--- src/rtl/riscv_uart_pkg.sv ---
// Shared types and defaults for the riscv_uart_rx receive path.
// The PARITY state is only reachable when RISCV_UART_RX_PARITY_EN is defined.
package riscv_uart_pkg;

   typedef enum logic [2:0] {
      IDLE,
      START,
      DATA,
      PARITY,
      STOP
   } uart_state_t;

   localparam int UART_DATA_W       = 8;
   localparam int UART_CLKS_PER_BIT = 434;

endpackage

--- src/rtl/riscv_sync_fifo.sv ---
// Small synchronous FIFO with registered full/empty flags.
// A push into a full FIFO is accepted only when a pop frees a slot in the same cycle.
module riscv_sync_fifo #(
   parameter int DEPTH = 8,
   parameter int WIDTH = 8
) (
   input  logic             clk,
   input  logic             rst,
   input  logic             push,
   input  logic             pop,
   input  logic [WIDTH-1:0] din,
   output logic             full,
   output logic             empty,
   output logic [WIDTH-1:0] head
);

   localparam int PTR_W = $clog2(DEPTH);
   localparam int CNT_W = PTR_W + 1;

   logic [WIDTH-1:0] mem [DEPTH];
   logic [PTR_W-1:0] wr_ptr;
   logic [PTR_W-1:0] rd_ptr;
   logic [CNT_W-1:0] count;
   logic [CNT_W-1:0] count_next;
   logic             do_push;
   logic             do_pop;

   assign do_pop  = pop && !empty;
   assign do_push = push && (!full || do_pop);
   assign head    = mem[rd_ptr];

   always_comb begin
      count_next = count;
      if (do_push && !do_pop) begin
         count_next = count + 1'b1;
      end else if (!do_push && do_pop) begin
         count_next = count - 1'b1;
      end
   end

   always_ff @(posedge clk) begin
      if (do_push) begin
         mem[wr_ptr] <= din;
      end
   end

   // Flags are derived from the next count so they move in the same cycle as the pointers.
   always_ff @(posedge clk) begin
      if (rst) begin
         wr_ptr <= '0;
         rd_ptr <= '0;
         count  <= '0;
         full   <= 1'b0;
         empty  <= 1'b1;
      end else begin
         if (do_push) begin
            wr_ptr <= wr_ptr + 1'b1;
         end
         if (do_pop) begin
            rd_ptr <= rd_ptr + 1'b1;
         end
         count <= count_next;
         full  <= (count_next == CNT_W'(DEPTH));
         empty <= (count_next == '0);
      end
   end

endmodule

--- src/rtl/riscv_uart_rx.sv ---
// UART receiver answering fixed-latency read requests from the memory stage.
// Define RISCV_UART_RX_PARITY_EN to receive 8E1 frames with an even-parity check.
module riscv_uart_rx
   import riscv_uart_pkg::*;
#(
   parameter int CLKS_PER_BIT = UART_CLKS_PER_BIT,
   parameter int FIFO_DEPTH   = 8,
   parameter int DATA_W       = UART_DATA_W
) (
   input  logic              i_riscv_urx_clk,
   input  logic              i_riscv_urx_rst,
   input  logic              i_riscv_urx_rx,
   input  logic              i_riscv_urx_request,
   input  logic              i_riscv_urx_clr_err,
   output logic [DATA_W-1:0] o_riscv_urx_rdata,
   output logic              o_riscv_urx_valid,
   output logic              o_riscv_urx_empty,
   output logic              o_riscv_urx_full,
   output logic              o_riscv_urx_overrun,
   output logic              o_riscv_urx_frame_err,
   output logic              o_riscv_urx_parity_err
);

   localparam int BAUD_W = $clog2(CLKS_PER_BIT);
   localparam int BIT_W  = $clog2(DATA_W + 1);
   localparam logic [BAUD_W-1:0] BAUD_LAST = BAUD_W'(CLKS_PER_BIT - 1);
   localparam logic [BAUD_W-1:0] HALF_LAST = BAUD_W'(CLKS_PER_BIT / 2 - 1);
   localparam logic [BIT_W-1:0]  BIT_LAST  = BIT_W'(DATA_W - 1);

   uart_state_t       state;
   logic              rx_meta;
   logic              rx_s;
   logic [BAUD_W-1:0] baud_cnt;
   logic [BIT_W-1:0]  bit_cnt;
   logic [DATA_W-1:0] shift_reg;
   logic              baud_last;
   logic              stop_tick;
   logic              frame_evt;
   logic              push;
   logic              pop;
   logic              overrun_evt;
   logic              fifo_full;
   logic              fifo_empty;
   logic [DATA_W-1:0] fifo_head;

   assign baud_last   = (baud_cnt == BAUD_LAST);
   assign stop_tick   = (state == STOP) && baud_last;
   assign frame_evt   = stop_tick && !rx_s;
   assign pop         = i_riscv_urx_request && !fifo_empty;
   assign overrun_evt = push && fifo_full && !pop;

`ifdef RISCV_UART_RX_PARITY_EN
   logic par_bad;
   logic par_evt;
   logic parity_err;

   assign par_evt = (state == PARITY) && baud_last && (rx_s != ^shift_reg);
   assign push    = stop_tick && rx_s && !par_bad;
   assign o_riscv_urx_parity_err = parity_err;
`else
   assign push    = stop_tick && rx_s;
   assign o_riscv_urx_parity_err = 1'b0;
`endif

   always_ff @(posedge i_riscv_urx_clk) begin
      if (i_riscv_urx_rst) begin
         rx_meta <= 1'b1;
         rx_s    <= 1'b1;
      end else begin
         rx_meta <= i_riscv_urx_rx;
         rx_s    <= rx_meta;
      end
   end

   always_ff @(posedge i_riscv_urx_clk) begin
      if (i_riscv_urx_rst) begin
         state     <= IDLE;
         baud_cnt  <= '0;
         bit_cnt   <= '0;
         shift_reg <= '0;
`ifdef RISCV_UART_RX_PARITY_EN
         par_bad   <= 1'b0;
`endif
      end else begin
         case (state)
            IDLE: begin
               baud_cnt <= '0;
               bit_cnt  <= '0;
`ifdef RISCV_UART_RX_PARITY_EN
               par_bad  <= 1'b0;
`endif
               if (!rx_s) begin
                  state <= START;
               end
            end
            START: begin
               if (baud_cnt == HALF_LAST) begin
                  baud_cnt <= '0;
                  bit_cnt  <= '0;
                  state    <= rx_s ? IDLE : DATA;
               end else begin
                  baud_cnt <= baud_cnt + 1'b1;
               end
            end
            DATA: begin
               if (baud_last) begin
                  baud_cnt  <= '0;
                  bit_cnt   <= bit_cnt + 1'b1;
                  shift_reg <= {rx_s, shift_reg[DATA_W-1:1]};
                  if (bit_cnt == BIT_LAST) begin
`ifdef RISCV_UART_RX_PARITY_EN
                     state <= PARITY;
`else
                     state <= STOP;
`endif
                  end
               end else begin
                  baud_cnt <= baud_cnt + 1'b1;
               end
            end
`ifdef RISCV_UART_RX_PARITY_EN
            PARITY: begin
               if (baud_last) begin
                  baud_cnt <= '0;
                  par_bad  <= par_evt;
                  state    <= STOP;
               end else begin
                  baud_cnt <= baud_cnt + 1'b1;
               end
            end
`endif
            STOP: begin
               if (baud_last) begin
                  baud_cnt <= '0;
                  state    <= IDLE;
               end else begin
                  baud_cnt <= baud_cnt + 1'b1;
               end
            end
            default: begin
               state <= IDLE;
            end
         endcase
      end
   end

   // Every request gets a response next cycle; an empty FIFO answers with zero.
   always_ff @(posedge i_riscv_urx_clk) begin
      if (i_riscv_urx_rst) begin
         o_riscv_urx_rdata     <= '0;
         o_riscv_urx_valid     <= 1'b0;
         o_riscv_urx_overrun   <= 1'b0;
         o_riscv_urx_frame_err <= 1'b0;
`ifdef RISCV_UART_RX_PARITY_EN
         parity_err            <= 1'b0;
`endif
      end else begin
         o_riscv_urx_valid <= i_riscv_urx_request;
         if (i_riscv_urx_request) begin
            o_riscv_urx_rdata <= fifo_empty ? '0 : fifo_head;
         end
         o_riscv_urx_overrun   <= overrun_evt || (o_riscv_urx_overrun && !i_riscv_urx_clr_err);
         o_riscv_urx_frame_err <= frame_evt || (o_riscv_urx_frame_err && !i_riscv_urx_clr_err);
`ifdef RISCV_UART_RX_PARITY_EN
         parity_err            <= par_evt || (parity_err && !i_riscv_urx_clr_err);
`endif
      end
   end

   riscv_sync_fifo #(
      .DEPTH (FIFO_DEPTH),
      .WIDTH (DATA_W)
   ) u_fifo (
      .clk   (i_riscv_urx_clk),
      .rst   (i_riscv_urx_rst),
      .push  (push),
      .pop   (pop),
      .din   (shift_reg),
      .full  (fifo_full),
      .empty (fifo_empty),
      .head  (fifo_head)
   );

   assign o_riscv_urx_empty = fifo_empty;
   assign o_riscv_urx_full  = fifo_full;

endmodule

--- config.mk ---
export PLATFORM = sky130hd
export DESIGN_NAME = riscv_uart_rx
export DESIGN_NICKNAME = d
export VERILOG_FILES = /design/src/rtl/riscv_uart_pkg.sv /design/src/rtl/riscv_sync_fifo.sv /design/src/rtl/riscv_uart_rx.sv
export SDC_FILE = /design/constraint.sdc
export NUM_CORES = 1
export LEC_CHECK = 0
export CORE_ASPECT_RATIO = 1.1
export CORE_UTILIZATION = 52
export DETAILED_ROUTE_END_ITERATION = 10
export PLACE_DENSITY = 0.7
export SETUP_SLACK_MARGIN = 0.15
export SYNTH_ARGS = -nofsm -noshare
export SYNTH_HDL_FRONTEND = slang
export SYNTH_HIERARCHICAL = 1
export SYNTH_SLANG_ARGS = --single-unit
export TNS_END_PERCENT = 1
--- constraint.sdc ---
create_clock -name i_riscv_urx_clk -period 7.9 [get_ports i_riscv_urx_clk]
set_input_delay 1.58 -clock i_riscv_urx_clk [delete_from_list [all_inputs] [get_ports i_riscv_urx_clk]]
set_output_delay 1.58 -clock i_riscv_urx_clk [all_outputs]
set_load 0.02 [all_outputs]
### Word-level counts from Yosys, hierarchy flattened

Memories as Yosys holds them, arrays and structs flattened. A register that Yosys moved wholly into a read port is not among the register bits.
Cells that the tools add are included.

* memories kept: 1
* logic and storage cells: 84
* bits in writable memories: 64
* latch bits: 0
* register bits after elaboration: 49
* ROM bits: 0
* output and inout bits: 14

Memories
* u_fifo.mem: words 8, width 8, read ports 1, clocked after Yosys merged registers in 1, wr ports 1, RTL line riscv_sync_fifo.sv:20 `logic [WIDTH-1:0] mem [DEPTH];`

* equality and inequality tests: 12
* bitwise logic cells: 0
* divide/modulo/power cells: 0
* $lt $le $gt $ge: 0
* shifts and indexed selects: 0
* reduce and logical (&&, ||, !) cells: 30
* mux-type cells: 20
* $mul: 0
* add/subtract/negate cells: 6

Operators by type and width (number)
* 9-bit one-hot mux with 3 select lines: 1
* 3-bit two-way mux: 7
* 9-bit two-way mux: 2
* 4-bit two-way mux: 4
* 1-bit logical AND: 12
* 3-bit one-hot mux with 4 select lines: 1
* 4-bit one-hot mux with 3 select lines: 1
* 2-bit inequality test, second input constant: 5
* 9-bit by 1-bit adder with 9-bit output, second input constant: 1
* 9-bit by 8-bit equality test with 1-bit output, second input constant: 1
* 9-bit equality test, second input constant: 1
* 4-bit by 1-bit adder with 4-bit output, second input constant: 2
* 8-bit two-way mux: 1
* 1-bit zero test: 7
* 3-bit by 1-bit adder with 3-bit output, second input constant: 2
* 3-bit nonzero test: 2
* 5-bit AND reduction: 1
* 4-bit by 3-bit equality test with 1-bit output, second input constant: 1
* 4-bit equality test, second input constant: 1
* 4-bit zero test: 1
* 4-bit by 1-bit subtractor with 4-bit output, second input constant: 1
* 3-bit by 1-bit equality test with 1-bit output, second input constant: 1
* 3-bit by 2-bit equality test with 1-bit output, second input constant: 1
* 3-bit equality test, second input constant: 1
* other kinds (7): 10

### Logic depth before layout (Yosys ltp)

* depth after elaboration: 10
* mapped depth: 10
* gate-level depth less buffers: 10

### By module

The synthesis kept the hierarchy.

By module, submodules not included
* riscv_sync_fifo: instances 1, cells each 170, sequential area each 2222.1 sq um, area an instance 3104.2 sq um
* riscv_uart_rx: instances 1, cells each 205, sequential area each 740.7 sq um, area an instance 1773.0 sq um

### Least setup slack after synthesis

Ideal clock, no wire load.

* path kind: input -> register
* from: input i_riscv_urx_request
* to: memory u_fifo.mem[0][0], enable pin
* stages on the path: 7
* setup slack: 4238 ps
* data required time: 7517 ps
* arrival time: 3278 ps
* cell sequence: nor2b_1 -> clkbuf_1 -> nand2b_1 -> buf_2 -> a21boi_1 -> nand2b_1 -> nor3_1

* cells in the longest elaborated chain, start to end: 6

Ends and longest elaborated chain
* from (decl): RTL line riscv_uart_rx.sv:13 `input logic i_riscv_urx_request,`
* 1-bit logical AND: RTL line riscv_uart_rx.sv:49 `assign pop = i_riscv_urx_request && !fifo_empty;`
* via pop: RTL line riscv_uart_rx.sv:40 `logic pop;`
* 1-bit logical AND: RTL line riscv_sync_fifo.sv:28 `assign do_pop = pop && !empty;`
* 1-bit logical OR: RTL line riscv_sync_fifo.sv:29 `assign do_push = push && (!full || do_pop);`
* 1-bit logical AND: RTL line riscv_sync_fifo.sv:29
* 1-bit two-way mux: RTL line riscv_sync_fifo.sv:42 `if (do_push) begin`
* 1-bit two-way mux (implied by the code): RTL line riscv_sync_fifo.sv:43 `mem[wr_ptr] <= din;`
* to (decl): RTL line riscv_sync_fifo.sv:20

The timed path passes the listed nets, and every way through them passes these cells.

### Final worst setup path

* from: input i_riscv_urx_request
* to: memory u_fifo.mem[0][0], enable pin

* cells in the longest elaborated chain, start to end: 6

Ends and longest elaborated chain (RTL line)
* 1-bit logical AND: riscv_uart_rx.sv:49
* 1-bit logical AND: riscv_sync_fifo.sv:28
* 1-bit logical OR: riscv_sync_fifo.sv:29
* 1-bit logical AND: riscv_sync_fifo.sv:29
* 1-bit two-way mux: riscv_sync_fifo.sv:42
* 1-bit two-way mux (implied by the code): riscv_sync_fifo.sv:43

Every way passes these cells.

==> run_summary.xml <==
<?xml version="1.0" encoding="UTF-8"?>
<metrics>
  <group name="outcome">
    <metric name="status" unit="">complete, no violations</metric>
  </group>
  <group name="setup_path">
    <metric name="critical_path_class" unit="">primary input to register</metric>
    <metric name="worst_path_required_time" unit="ps">8020</metric>
    <metric name="critical_path.slowest_cell" unit="">sky130_fd_sc_hd__nor3_1</metric>
    <metric name="critical_path.cell_chain" unit="">clkdlybuf4s50_1 &gt; nor2b_1 &gt; nand2b_1 &gt; a21boi_1 &gt; nand2b_1 &gt; nor3_1</metric>
    <metric name="critPathMaxStageDelay" unit="ps">900</metric>
    <metric name="type_of_element_capturing_the_critical_path" unit="">register</metric>
    <metric name="worstReg2RegStart" unit="">baud_cnt[1]</metric>
    <metric name="worstPathMaxFanout" unit="">11</metric>
    <metric name="worst-endpoint-arrival" unit="ps">4870</metric>
    <metric name="worstSetupStartpointType" unit="">primary input</metric>
    <metric name="crit_path_frequent_cell" unit="">sky130_fd_sc_hd__nand2b_1</metric>
    <metric name="crit_path_start" unit="">i_riscv_urx_request</metric>
  </group>
  <group name="floorplan">
    <metric name="num_rows" unit="">36</metric>
    <metric name="die_w" unit="um">94.34</metric>
    <metric name="fp.coreArea" unit="um2">8964</metric>
    <metric name="die-height" unit="um">103.6</metric>
    <metric name="die-area" unit="um2">9771</metric>
    <metric name="initial_utilization" unit="%">54.41</metric>
    <metric name="boundaryPins" unit="">19</metric>
  </group>
  <group name="sta">
    <metric name="setup_tns" unit="ps">0</metric>
    <metric name="finalHoldViolations" unit="">0</metric>
    <metric name="clock-skew-final" unit="ps">7.571</metric>
    <metric name="max_clock_freq" unit="GHz">0.2106</metric>
    <metric name="layout_worst_path_cycle_share" unit="%">60.11</metric>
    <metric name="hold-worst-slack" unit="ps">408.7</metric>
    <metric name="final_period_minus_worst_setup_slack" unit="ps">4749</metric>
    <metric name="grt_setup_unrepaired" unit="">false</metric>
    <metric name="tightestPinTransition" unit="ps">1115</metric>
    <metric name="number_of_max_slew_violations_in_the_final_report" unit="">0</metric>
    <metric name="setup_viol" unit="">0</metric>
    <metric name="slew_headroom" unit="%">25.09</metric>
  </group>
  <group name="synthesis">
    <metric name="synthDistinctLibCells" unit="">58</metric>
    <metric name="postSynthCellCount" unit="">375</metric>
    <metric name="top_cells_by_instance_count_after_synthesis" unit="">sky130_fd_sc_hd__edfxtp_1 (64), sky130_fd_sc_hd__dfxtp_1 (52), sky130_fd_sc_hd__nor2_1 (39), sky130_fd_sc_hd__a21oi_1 (20), sky130_fd_sc_hd__mux4_2 (16)</metric>
    <metric name="async_flop_share" unit="%">0</metric>
    <metric name="ys_ff_latch" unit="">116</metric>
    <metric name="main_synth_ff_type" unit="">sky130_fd_sc_hd__edfxtp_1</metric>
    <metric name="netlist.top_cell.by_area" unit="">sky130_fd_sc_hd__edfxtp_1</metric>
    <metric name="syn_avg_cell_area" unit="um2">13.01</metric>
    <metric name="synth.yosys.seq_area_share" unit="%">60.75</metric>
    <metric name="post-synth-top-area-fraction" unit="%">39.40</metric>
    <metric name="synth-edff-count" unit="">64</metric>
    <metric name="cell_area_after_synthesis" unit="um2">4877</metric>
    <metric name="synth_nets" unit="">388</metric>
    <metric name="ys.warnings.count" unit="">6</metric>
    <metric name="ys_top_cells_by_area" unit="">sky130_fd_sc_hd__edfxtp_1 (39%), sky130_fd_sc_hd__dfxtp_1 (21%), sky130_fd_sc_hd__mux4_2 (7.4%), sky130_fd_sc_hd__nor2_1 (3.0%), sky130_fd_sc_hd__mux2i_1 (2.9%)</metric>
    <metric name="synth_most_common_cell" unit="">sky130_fd_sc_hd__edfxtp_1</metric>
  </group>
  <group name="clock_tree">
    <metric name="cts_max_level" unit="">4</metric>
    <metric name="ctsHoldBuffers" unit="">0</metric>
    <metric name="tritoncts" unit="">done</metric>
    <metric name="numClockSinks" unit="">116</metric>
    <metric name="cts.reportedPaths.clkPinSlew" unit="ps">50</metric>
    <metric name="numCtsBuffers" unit="">17</metric>
    <metric name="ctsRootBufferMaster" unit="">sky130_fd_sc_hd__clkbuf_8</metric>
    <metric name="clk_latency" unit="ps">510</metric>
    <metric name="cts_setup_buffers" unit="">0</metric>
    <metric name="cts-root-to-sink-buffers" unit="">2</metric>
    <metric name="ctsResizeCount" unit="">0</metric>
  </group>
  <group name="hold_path">
    <metric name="holdCritPathClass" unit="">register to register</metric>
    <metric name="min_from" unit="">rx_meta</metric>
  </group>
  <group name="drt">
    <metric name="drt_iter0_markers" unit="">199</metric>
    <metric name="route.antenna.remaining_nets" unit="">0</metric>
    <metric name="first_pass_iters" unit="">4</metric>
    <metric name="drc" unit="">0</metric>
    <metric name="route.final.wire_length" unit="um">9836</metric>
    <metric name="wl_per_cell" unit="um">18.92</metric>
    <metric name="routed_via_density" unit="">5.787</metric>
    <metric name="vias" unit="">3009</metric>
  </group>
  <group name="final_layout">
    <metric name="diodes" unit="">0</metric>
    <metric name="layout-area-overhead-vs-synth" unit="%">16.91</metric>
    <metric name="multi_input_comb_area" unit="um2">1790</metric>
    <metric name="final_layout_size_suffix_gt1_share" unit="%">15.76</metric>
    <metric name="design.final.nets" unit="">406</metric>
    <metric name="fillCellCount" unit="">669</metric>
    <metric name="largest-register" unit="">u_fifo/mem</metric>
    <metric name="fin_util" unit="%">63.61</metric>
    <metric name="sequential_cell_area" unit="um2">2963</metric>
    <metric name="top_regs" unit="">u_fifo/mem (64), baud_cnt (9)</metric>
    <metric name="max_ffs_per_register" unit="">64</metric>
  </group>
  <group name="grt">
    <metric name="global_route_wire_length_before_repair" unit="um">15460</metric>
    <metric name="grt_antenna_before_repair" unit="">0</metric>
    <metric name="grt_usage" unit="%">21.94</metric>
    <metric name="overflow" unit="">0</metric>
    <metric name="grt_max_degree" unit="">52</metric>
    <metric name="vias_in_the_first_global_route" unit="">2917</metric>
  </group>
  <group name="pwr">
    <metric name="power_density" unit="nW/um2">247.3</metric>
    <metric name="leakage" unit="nW">1.917</metric>
    <metric name="irDropWorstVdd" unit="V">0.0001239</metric>
  </group>
  <group name="placed_design">
    <metric name="io_buffer_count" unit="">17</metric>
    <metric name="gpl_wtd_cong" unit="">0.7748</metric>
    <metric name="dp.final_hpwl" unit="um">6588</metric>
  </group>
  <group name="run">
    <metric name="max_cap_viol_count" unit="">0</metric>
  </group>
</metrics>
## path summary, 6_finish.rpt
path                                          to  slack (ps)  depth (start not counted)
worst min-delay path                        rx_s         410                          1
worst max register to register  u_fifo/mem[0][0]        4340                          8
worst max-delay path            u_fifo/mem[0][0]        3150                          6
worst min register to register              rx_s         410                          1
## worst max-delay path, delay by kind of cell
kind / cells / cell delay (ps)
AND/OR/NAND/NOR: 4 / 2140
buffers and inverters: 1 / 670
AO/OA/AOI/OAI: 1 / 470
## metrics by stage
| step | setup WS (ps) | power (W) | instances | area (um2) |
|---|---|---|---|---|
| 4_1_cts | 3198 | 0.001426 | 520 | 5702 |
| 3_5_place_dp | 2653 | 0.0006730 | 488 | 5106 |
| 3_3_place_gp | 2944 | 0.0006726 | 488 | 5106 |
| 2_1_floorplan | 4238 | 0.0006662 | 375 | 4877 |
| 5_1_grt | 2863 | 0.001455 | 520 | 5702 |
| 6_report | 3151 | 0.001410 | 520 | 5702 |
## area by class of cell
cell class	count	share of cell area (%)
well taps	114	2.502
repair buffers	17	2.897
inverters	12	0.7900
multi-input cells	229	31.40
clock buffers	24	8.822
clock inverters	8	1.624
flip-flops and latches	116	51.96
## cell families (layout without fill, tap and decap cells)
logic type               after synthesis  after routing  share of synthesized area [%]
AO/OA/AOI/OAI                         55             55                          7.620
XOR/XNOR                               8              8                          1.437
adder cells (fa/ha/maj)                9              9                          2.258
buffers and inverters                 30             61                          2.642
flip-flops                           116            116                          60.75
multiplexers                          38             38                          12.11
other                                  1              1                        0.07689
AND/OR/NAND/NOR                      118            118                          13.11
## layer usage
layer / routed length [um] / GRT usage [%] / part of all wire (%)
met4: 138 / 9.780 / 1.4
met2: 4698 / 32.25 / 48
met3: 438 / 6.975 / 4.5
met1: 4561 / 29.62 / 46
met5: 0 / 0 / 0
## layout by cell type (no fill, tap or decap), types with 8 or more instances in the layout
| master | n |
|---|---|
| sky130_fd_sc_hd__clkdlybuf4s50_1 | 16 |
| sky130_fd_sc_hd__mux2i_1 | 14 |
| sky130_fd_sc_hd__mux2_2 | 8 |
| sky130_fd_sc_hd__nand2_1 | 15 |
| sky130_fd_sc_hd__nor2_1 | 39 |
| sky130_fd_sc_hd__clkbuf_16 | 18 |
| sky130_fd_sc_hd__edfxtp_1 | 64 |
| sky130_fd_sc_hd__ha_1 | 8 |
| sky130_fd_sc_hd__mux4_2 | 16 |
| sky130_fd_sc_hd__nor4_1 | 9 |
| sky130_fd_sc_hd__nor2b_1 | 13 |
| sky130_fd_sc_hd__o21ai_0 | 9 |
| sky130_fd_sc_hd__inv_1 | 12 |
| sky130_fd_sc_hd__a21oi_1 | 20 |
| sky130_fd_sc_hd__nand2b_1 | 8 |
| sky130_fd_sc_hd__dfxtp_1 | 52 |
## where the power goes
part / switching (W) / leakage (nW) / total [W] / internal [W]
logic: 0.0000154 / 0.612 / 0.0000245 / 0.00000915
registers: 0.00000351 / 1.01 / 0.000636 / 0.000633
clock network: 0.000249 / 0.293 / 0.000749 / 0.000500
total: 0.000268 / 1.92 / 0.00141 / 0.00114
Note: power is estimated with default switching activity, not from simulation.
